===== config.mk =====
export PLATFORM = sky130hd
export DESIGN_NAME = vec_add_acc
export DESIGN_NICKNAME = d
export VERILOG_FILES = /design/src/rtl/vec_add_acc.sv
export SDC_FILE = /design/constraint.sdc
export NUM_CORES = 1
export LEC_CHECK = 0
export BUFFER_PORTS_ARGS = -buffer_cell sky130_fd_sc_hd__buf_2
export CORE_ASPECT_RATIO = 0.9
export CORE_MARGIN = 3
export CORE_UTILIZATION = 45
export CTS_CLUSTER_DIAMETER = 100
export DETAILED_ROUTE_END_ITERATION = 16
export PLACE_DENSITY = 0.75
export SLEW_MARGIN = 10
export SYNTH_ARGS = -nofsm -noshare
export SYNTH_HDL_FRONTEND = slang
export SYNTH_SLANG_ARGS = --single-unit

===== constraint.sdc =====
create_clock -name clk -period 39.4 [get_ports clk]
set_clock_uncertainty 0.05 [all_clocks]
set_input_delay 3.94 -clock clk [delete_from_list [all_inputs] [get_ports clk]]
set_output_delay 3.94 -clock clk [all_outputs]
set_load 0.01 [all_outputs]

===== src/rtl/vec_add_acc.sv =====
// -----------------------------------------------------------------------------
// vec_add_acc: multi-lane pipelined signed adder/subtractor with a per-lane
// running accumulator, valid/ready on both sides.
//
// Optional build macro: VEC_ADD_ACC_SATURATE_EN
//   defined   -> overflowing lane results clamp to the signed max/min, and the
//                clamped value is what lands in the accumulator
//   undefined -> results wrap modulo 2^DATAW
//
// Parameters
//   DATAW        lane width (two's complement, >= 2)
//   LANES        number of lanes sharing one handshake
//   PIPES        register stages between input and output (0 = combinational)
//   BACKPRESSURE 1 = honour ready_i, 0 = ready_i ignored, ready_o tied high
//
// Ports
//   clk, rst_n         clock; asynchronous, active-HIGH reset
//   valid_i / ready_o  input handshake (ready_o is combinational)
//   op_i               00 ADD, 01 SUB, 10 ACC, 11 behaves as ADD
//   last_i             ACC only: close the accumulation and emit the result
//   dataa_i, datab_i   operands, lane k at [k*DATAW +: DATAW]
//   valid_o / ready_i  output handshake
//   sum_o, ovf_o       per-lane result and signed-overflow flag
// -----------------------------------------------------------------------------
module vec_add_acc #(
    parameter int unsigned DATAW        = 32,
    parameter int unsigned LANES        = 4,
    parameter int unsigned PIPES        = 2,
    parameter int unsigned BACKPRESSURE = 1
) (
    input  logic                   clk,
    input  logic                   rst_n,
    input  logic                   valid_i,
    output logic                   ready_o,
    input  logic [1:0]             op_i,
    input  logic                   last_i,
    input  logic [LANES*DATAW-1:0] dataa_i,
    input  logic [LANES*DATAW-1:0] datab_i,
    output logic                   valid_o,
    input  logic                   ready_i,
    output logic [LANES*DATAW-1:0] sum_o,
    output logic [LANES-1:0]       ovf_o
);

    localparam int unsigned VW = LANES * DATAW;

`ifdef VEC_ADD_ACC_SATURATE_EN
    localparam logic [DATAW-1:0] SMAX = {1'b0, {(DATAW-1){1'b1}}};
    localparam logic [DATAW-1:0] SMIN = {1'b1, {(DATAW-1){1'b0}}};
`endif

    // Operation decode
    logic is_sub_c;
    logic is_acc_c;
    logic emit_c;
    logic fire_c;

    assign is_sub_c = (op_i == 2'b01);
    assign is_acc_c = (op_i == 2'b10);
    // A non-closing ACC beat is consumed without producing an output beat
    assign emit_c   = !is_acc_c || last_i;
    assign fire_c   = valid_i && ready_o;

    logic [VW-1:0]    acc_q;
    logic [VW-1:0]    acc_d;
    logic [LANES-1:0] sticky_q;
    logic [LANES-1:0] sticky_d;
    logic [VW-1:0]    sum_c;
    logic [LANES-1:0] ovf_c;
    logic [LANES-1:0] ovf_out_c;

    // Per-lane arithmetic; in ACC the accumulator takes the place of operand A
    always_comb begin : lane_calc
        logic [DATAW-1:0] x;
        logic [DATAW-1:0] y;
        logic [DATAW-1:0] r;
        logic             o;
        sum_c = '0;
        ovf_c = '0;
        x     = '0;
        y     = '0;
        r     = '0;
        o     = 1'b0;
        for (int k = 0; k < int'(LANES); k++) begin
            x = is_acc_c ? acc_q[k*DATAW +: DATAW] : dataa_i[k*DATAW +: DATAW];
            y = is_acc_c ? dataa_i[k*DATAW +: DATAW] : datab_i[k*DATAW +: DATAW];
            r = is_sub_c ? (x - y) : (x + y);
            // Overflow: result sign disagrees with x where x and (+/-)y agree
            if (is_sub_c) begin
                o = (x[DATAW-1] != y[DATAW-1]) && (r[DATAW-1] != x[DATAW-1]);
            end else begin
                o = (x[DATAW-1] == y[DATAW-1]) && (r[DATAW-1] != x[DATAW-1]);
            end
`ifdef VEC_ADD_ACC_SATURATE_EN
            // On overflow the true result lies on the side of x's sign
            if (o) begin
                r = x[DATAW-1] ? SMIN : SMAX;
            end
`endif
            sum_c[k*DATAW +: DATAW] = r;
            ovf_c[k]                = o;
        end
    end

    // The closing ACC beat also reports overflow seen earlier in the run
    assign ovf_out_c = ovf_c | (is_acc_c ? sticky_q : '0);

    // Accumulator and sticky overflow next state; ADD/SUB leave them alone
    always_comb begin
        acc_d    = acc_q;
        sticky_d = sticky_q;
        if (fire_c && is_acc_c) begin
            if (last_i) begin
                acc_d    = '0;
                sticky_d = '0;
            end else begin
                acc_d    = sum_c;
                sticky_d = sticky_q | ovf_c;
            end
        end
    end

    always_ff @(posedge clk or posedge rst_n) begin
        if (rst_n) begin
            acc_q    <= '0;
            sticky_q <= '0;
        end else begin
            acc_q    <= acc_d;
            sticky_q <= sticky_d;
        end
    end

    generate
        if (PIPES == 0) begin : g_comb
            // Pass-through: the handshake and result are purely combinational
            assign ready_o = (BACKPRESSURE != 0) ? ready_i : 1'b1;
            assign valid_o = valid_i && emit_c && !rst_n;
            assign sum_o   = sum_c;
            assign ovf_o   = ovf_out_c;
        end else begin : g_pipe
            logic [PIPES-1:0]            vld_q;
            logic [PIPES-1:0]            adv_c;
            logic [PIPES-1:0]            up_vld_c;
            logic [PIPES-1:0][VW-1:0]    sum_q;
            logic [PIPES-1:0][VW-1:0]    up_sum_c;
            logic [PIPES-1:0][LANES-1:0] ovf_q;
            logic [PIPES-1:0][LANES-1:0] up_ovf_c;

            // Stage i advances if it, or any stage after it, has a hole,
            // or the consumer takes the last stage (bubble collapsing)
            always_comb begin : adv_chain
                logic ok;
                ok    = (BACKPRESSURE != 0) ? ready_i : 1'b1;
                adv_c = '0;
                for (int i = int'(PIPES) - 1; i >= 0; i--) begin
                    ok       = ok || !vld_q[i];
                    adv_c[i] = ok;
                end
            end

            // What each stage would load: head takes the fresh result
            always_comb begin
                up_vld_c    = '0;
                up_sum_c    = '0;
                up_ovf_c    = '0;
                up_vld_c[0] = fire_c && emit_c;
                up_sum_c[0] = sum_c;
                up_ovf_c[0] = ovf_out_c;
                for (int i = 1; i < int'(PIPES); i++) begin
                    up_vld_c[i] = vld_q[i-1];
                    up_sum_c[i] = sum_q[i-1];
                    up_ovf_c[i] = ovf_q[i-1];
                end
            end

            // Payload only moves with a valid beat so a drained stage keeps its data
            always_ff @(posedge clk or posedge rst_n) begin
                if (rst_n) begin
                    vld_q <= '0;
                    sum_q <= '0;
                    ovf_q <= '0;
                end else begin
                    for (int i = 0; i < int'(PIPES); i++) begin
                        if (adv_c[i]) begin
                            vld_q[i] <= up_vld_c[i];
                            if (up_vld_c[i]) begin
                                sum_q[i] <= up_sum_c[i];
                                ovf_q[i] <= up_ovf_c[i];
                            end
                        end
                    end
                end
            end

            assign ready_o = adv_c[0];
            assign valid_o = vld_q[PIPES-1];
            assign sum_o   = sum_q[PIPES-1];
            assign ovf_o   = ovf_q[PIPES-1];
        end
    endgenerate

endmodule


Word level (Yosys, flattened, before mapping)
Cells that the tools add are included.
W data, S select, Z words.
{"block": "classes", "add_sub_neg": 8, "eq_ne": 14, "n_mux": 19, "bitwise_logic": 2, "reduce_logical": 19}
{"op": "$mux W32", "count": 12}
{"op": "$add A32 B32 Y32", "count": 4}
{"op": "$mux W128", "count": 1}
{"op": "$sub A32 B32 Y32", "count": 4}
{"op": "$logic_and A1 B1 Y1", "count": 11}
{"op": "$mux W4", "count": 2}
{"op": "$ne A1 B1 Y1", "count": 8}
{"op": "$or A4 B4 Y4", "count": 2}
{"op": "$eq A1 B1 Y1", "count": 4}
{"op": "$mux W1", "count": 4}
{"op": "$reduce_and A2 Y1", "count": 2}
{"op": "$logic_not A1 Y1", "count": 3}
{"op": "$logic_or A1 B1 Y1", "count": 3}
{"op": "$eq A2 B1 Y1 const B", "count": 1}
{"op": "$eq A2 B2 Y1 const B", "count": 1}
{"block": "word_totals", "ff_bits": 398, "input_bits": 263, "output_inout_bits": 134, "wordCells": 70}

Longest topological paths before layout
{"block": "depth", "depth_word": 9, "depth_mapped": 29, "depth_no_buf": 23}

Least setup slack after synthesis
No wires, ideal clock.
{"block": "synth_path", "path_kind": "input-to-reg", "start": "input op_i[1]", "end": "register g_pipe.sum_q[92] (netlist bit)", "setup_ns": 0.125, "arrival_ns": 9.508, "required_time_ns": 39.225, "slack_ns": 29.718, "path_stages": 28, "n_path_buf": 12, "path_cell_list": "buf_6 nor2b_4 buf_6 buf_6 buf_6 buf_6 buf_6 buf_2 buf_2 buf_2 clkbuf_1 clkbuf_1 clkbuf_1 mux2i_1 ha_1 inv_1 fa_1 a21oi_1 o21ai_0 a21oi_1 o2bb2ai_1 a21oi_1 a221o_1 a21bo_2 a41oi_1 nor2b_1 xnor2_1 mux2_2"}
{"block": "synth_via", "elab_chain_cells": 5, "word_cells_on_any_way": 11, "classes_between": "2 x add/sub; 2 x eq/ne; 3 x mux; 4 x reduce/logical"}
{"element": "start: declaration", "line": "35", "rtl": "input logic [1:0] op_i,"}
{"element": "branches (longest 5 deep; another with $add A32 B32 Y32)"}
{"element": "end signal: indexed assignment", "line": "187", "rtl": "sum_q[i] <= up_sum_c[i];"}
{"element": "end: declaration", "line": "144", "rtl": "logic [PIPES-1:0][VW-1:0] sum_q;"}
Parallel ways; which one is timed is not known.
A chain may end at the register's enable or synchronous reset.

Worst setup path after layout
{"block": "layout_path", "start": "input op_i[1]", "end": "register g_pipe.ovf_q[3] (netlist bit)"}
{"block": "layout_via", "elab_chain_cells": 8, "word_cells_on_any_way": 19, "classes_between": "2 x add/sub; 5 x eq/ne; 5 x mux; 1 x bitwise; 6 x reduce/logical"}
{"element": "$eq A2 B2 Y1", "line": "59", "rtl": "assign is_acc_c = (op_i == 2'b10);"}
{"element": "$mux W32, on equally long branches", "line": "85, 86"}
{"element": "$add A32 B32 Y32 or $sub A32 B32 Y32 (tied branches)", "line": "87", "rtl": "r = is_sub_c ? (x - y) : (x + y);"}
{"element": "$mux W32", "line": "87"}
{"element": "$ne A1 B1 Y1", "line": "90, 92"}
{"element": "$logic_and A1 B1 Y1, on equally long branches", "line": "92, 90"}
{"element": "$mux W1", "line": "89", "rtl": "if (is_sub_c) begin"}
{"element": "$or A4 B4 Y4", "line": "106", "rtl": "assign ovf_out_c = ovf_c | (is_acc_c ? sticky_q : '0);"}
{"element": "end signal: indexed assignment", "line": "188", "rtl": "ovf_q[i] <= up_ovf_c[i];"}
{"element": "end: declaration", "line": "146", "rtl": "logic [PIPES-1:0][LANES-1:0] ovf_q;"}
Several ways; a longest one is shown, not always the timed one.

==> flow_summary.json <==
{
  "status": "complete, no violations",
  "final_common_cell": "nand2_1",
  "power.density_nw_per_um2": 52.55,
  "dp_hpwl_mm": 63.80,
  "drv_slew": 0,
  "placed_cells": 4544,
  "grt_pass1_wl_mm": 141.8,
  "cts-htree-levels": 2,
  "tritoncts": "built",
  "utilization_pct": 50.91,
  "ys_types": 90,
  "fp.coreArea_um2": 64850,
  "synthAdderAreaFrac_pct": 7.171,
  "hold_viol": 0,
  "synth_xor_xnor_area_share_pct": 5.655,
  "cp.depth": 21,
  "setup_slack_ns": 28.43,
  "cellLeakagePower_nw": 15.90,
  "core.rowCount": 88,
  "dr.pass1.iters": 6,
  "clkSinkCount": 398,
  "drive_above_1_share_pct": 18.63,
  "synth-main-ff-cell": "dfrtp_1",
  "grt_pass1_vias": 25280,
  "cp_slowest_cell": "buf_4",
  "relSlewSlack_pct": 28.29,
  "crit_top_cell": "buf_4",
  "layout_common_cells": "839 x nand2_1, 398 x dfrtp_1, 394 x buf_2",
  "synth_compound_area_share_pct": 16.17,
  "dieArea_um2": 69510,
  "initial_core_util_pct": 46.06,
  "layout.nets": 4126,
  "drcViolationCount": 0,
  "place.gp.congestion": 0.8903,
  "die_w_um": 277.6,
  "placement.io_buffers": 396,
  "cp_data_arrival_time_ns": 11.40,
  "vias": 26640,
  "syn-num-nets": 3973,
  "synth-simple-area-share_pct": 20.51,
  "finalWirelength_mm": 90.34,
  "ys_warn_count": 0,
  "wl_per_cell_um": 19.46,
  "yosys.area.top_type": "dfrtp_1",
  "tightestPinTransition_ns": 1.076,
  "fin_crit_sh_pct": 27.85,
  "post-route-min-period_ns": 10.97,
  "endpoint_kind": "flop",
  "grtUsageTotal_pct": 25.14,
  "min_path_type": "flop to flop",
  "drtIter0Drc": 2640,
  "grt_overflow_total": 0,
  "holdBufCountCts": 0,
  "worstPathCellList": "buf_4, nor2b_4, buf_4, buf_4, buf_4, mux2_2, a2111oi_4, nand3_1, or3_1, nand3b_1, maj3_1, o211ai_1, ha_1, a21o_1, a211o_1, a22oi_1, a21bo_2, o22ai_1, xnor2_1, or4b_2, a41oi_1",
  "ff2ff_setup_slack_ns": 35.37,
  "yosys.area.top_type_share_pct": 33.34,
  "cp.buffers_inverters": 4,
  "ys_seq_area_share_pct": 33.34,
  "rsz0062_at_grt": "false",
  "synth_edf_count": 0,
  "syn_avg_cell_area_um2": 8.339,
  "peakVddDrop_v": 0.00004560,
  "crit_type": "input pin to flop",
  "synth.area.mux_share_pct": 10.48,
  "cts-resized-gates": 0,
  "io_pins": 397,
  "antenna_left": 0,
  "max_freq_mhz": 91.15,
  "drv_cap": 0,
  "place_ws_ns": 27.92,
  "synth.area.top_cells": "dfrtp_1 33%, nand2_1 11%, mux2_2 5.8%, ha_1 5.2%, mux2i_1 4.6%",
  "root_buffer": "clkbuf_16",
  "grt_max_degree": 99,
  "stdcell_count": 4642,
  "path_clk_slew_ns": 0.06,
  "r2r_cells": 13,
  "die_y_um": 250.4,
  "clockBufferDepth": 3,
  "cts_inserted_buffers": 44,
  "tns_ns": 0,
  "clk_latency_ns": 0.57,
  "crit_required_ns": 39.83,
  "fill_cells": 6151,
  "setup_violations": 0,
  "synth_cells": 3582,
  "synth_top_family_by_area": "simple AND/OR/NAND/NOR gates",
  "vias_per_cell": 5.740,
  "max_stage_delay_ns": 0.74,
  "hold_ws_ns": 0.4197,
  "crit_family": "buffers and inverters",
  "post_cts_buffers": 0,
  "synth_area_um2": 29870,
  "syn_to_final_growth_pct": 10.53,
  "min_path_cells": 2,
  "worstPathMaxFanout": 71,
  "startpoint_type": "input pin",
  "ys_seq_elements": 398,
  "grt_antenna_before_repair": 22,
  "async_flop_share_pct": 100.0
}
==> flip-flops by register name (all words and copies together) (netlist names) <==
| name | count |
|---|---|
| acc_q | 128 |
| g_pipe.ovf_q | 4 |
| g_pipe.sum_q | 128 |
| g_pipe.vld_q | 2 |
| ovf_o | 4 |
| sticky_q | 4 |
| sum_o | 128 |
==> synthesized netlist by cell type, types with 8 or more instances <==
cell type,n
a211o_1,8
a211oi_1,43
a21o_1,58
a21oi_1,186
a22o_1,96
a22oi_1,8
a31oi_1,18
and2_1,17
and3_1,34
buf_1,19
buf_2,13
buf_4,132
clkbuf_1,153
dfrtp_1,398
ha_1,124
inv_1,56
maj3_1,51
mux2_2,154
mux2i_1,136
nand2_1,842
nand2b_1,26
nand3_1,45
nand3b_1,9
nand4_1,16
nor2_1,198
nor2b_1,23
nor3_1,130
o211ai_1,15
o21a_1,25
o21ai_0,161
o21bai_1,12
o22ai_1,13
o31ai_1,27
or3_1,33
xnor2_1,117
xor2_1,74
==> area by class of cell <==
| type | instances | area, um2 | area share, % |
|---|---|---|---|
| clock buffers | 56 | 1257 | 3.809 |
| well taps | 855 | 1070 | 3.240 |
| clock inverters | 23 | 224.0 | 0.6783 |
| inverters | 57 | 221.5 | 0.6708 |
| multi-input cells | 2803 | 17980 | 54.47 |
| diodes | 19 | 47.55 | 0.1440 |
| repair buffers | 431 | 2253 | 6.825 |
| flip-flops and latches | 398 | 9960 | 30.17 |
==> through the flow <==
step                      cell area [um2]  total power [mW]
final                               33020             1.735
after global routing                32990             1.849
after CTS                           32970             1.745
after detailed placement            31490             1.309
after global placement              31490             1.292
after floorplan                     29870             1.181
==> power by group <==
group	internal, mW	switching (mW)	leakage (nW)
clock network	0.246	0.180	0.709
logic	0.292	0.366	10.2
registers	0.566	0.0850	4.98
==> cells by family after synthesis <==
| logic type | count (synthesis) |
|---|---|
| flip-flops | 398 |
| AND/OR/NAND/NOR | 1412 |
| XOR/XNOR | 192 |
| multiplexers | 292 |
| AO/OA/AOI/OAI | 728 |
| buffers and inverters | 381 |
| adder cells (fa/ha/maj) | 179 |
==> worst register-to-register path: cells and delay by family, from the launching register on <==
| family | cells | cell delay (ns) |
|---|---|---|
| multiplexers | 2 | 0.35 |
| flip-flops | 1 | 0.35 |
| XOR/XNOR | 1 | 0.12 |
| adder cells (fa/ha/maj) | 2 | 0.64 |
| AO/OA/AOI/OAI | 8 | 2.43 |
==> path summary, 6_finish.rpt <==
kind / end / from
max in group asynchronous: sum_o[118] / rst_n
max: g_pipe.ovf_q[3] / op_i[1]
max reg2reg: g_pipe.sum_q[30] / acc_q[0]
min: g_pipe.sum_q[48] / g_pipe.sum_q[48]
min reg2reg: g_pipe.sum_q[48] / g_pipe.sum_q[48]
min in group asynchronous: sum_o[48] / rst_n
==> layer usage <==
layer	part of all wire, %	track usage [%]	up-vias
li1	-	-	12730
met1	45	35.38	12760
met2	44	39.11	994
met3	7.6	4.585	156
met4	2.9	8.270	8
met5	0.043	0	-
(Power assumes the default switching activity.)
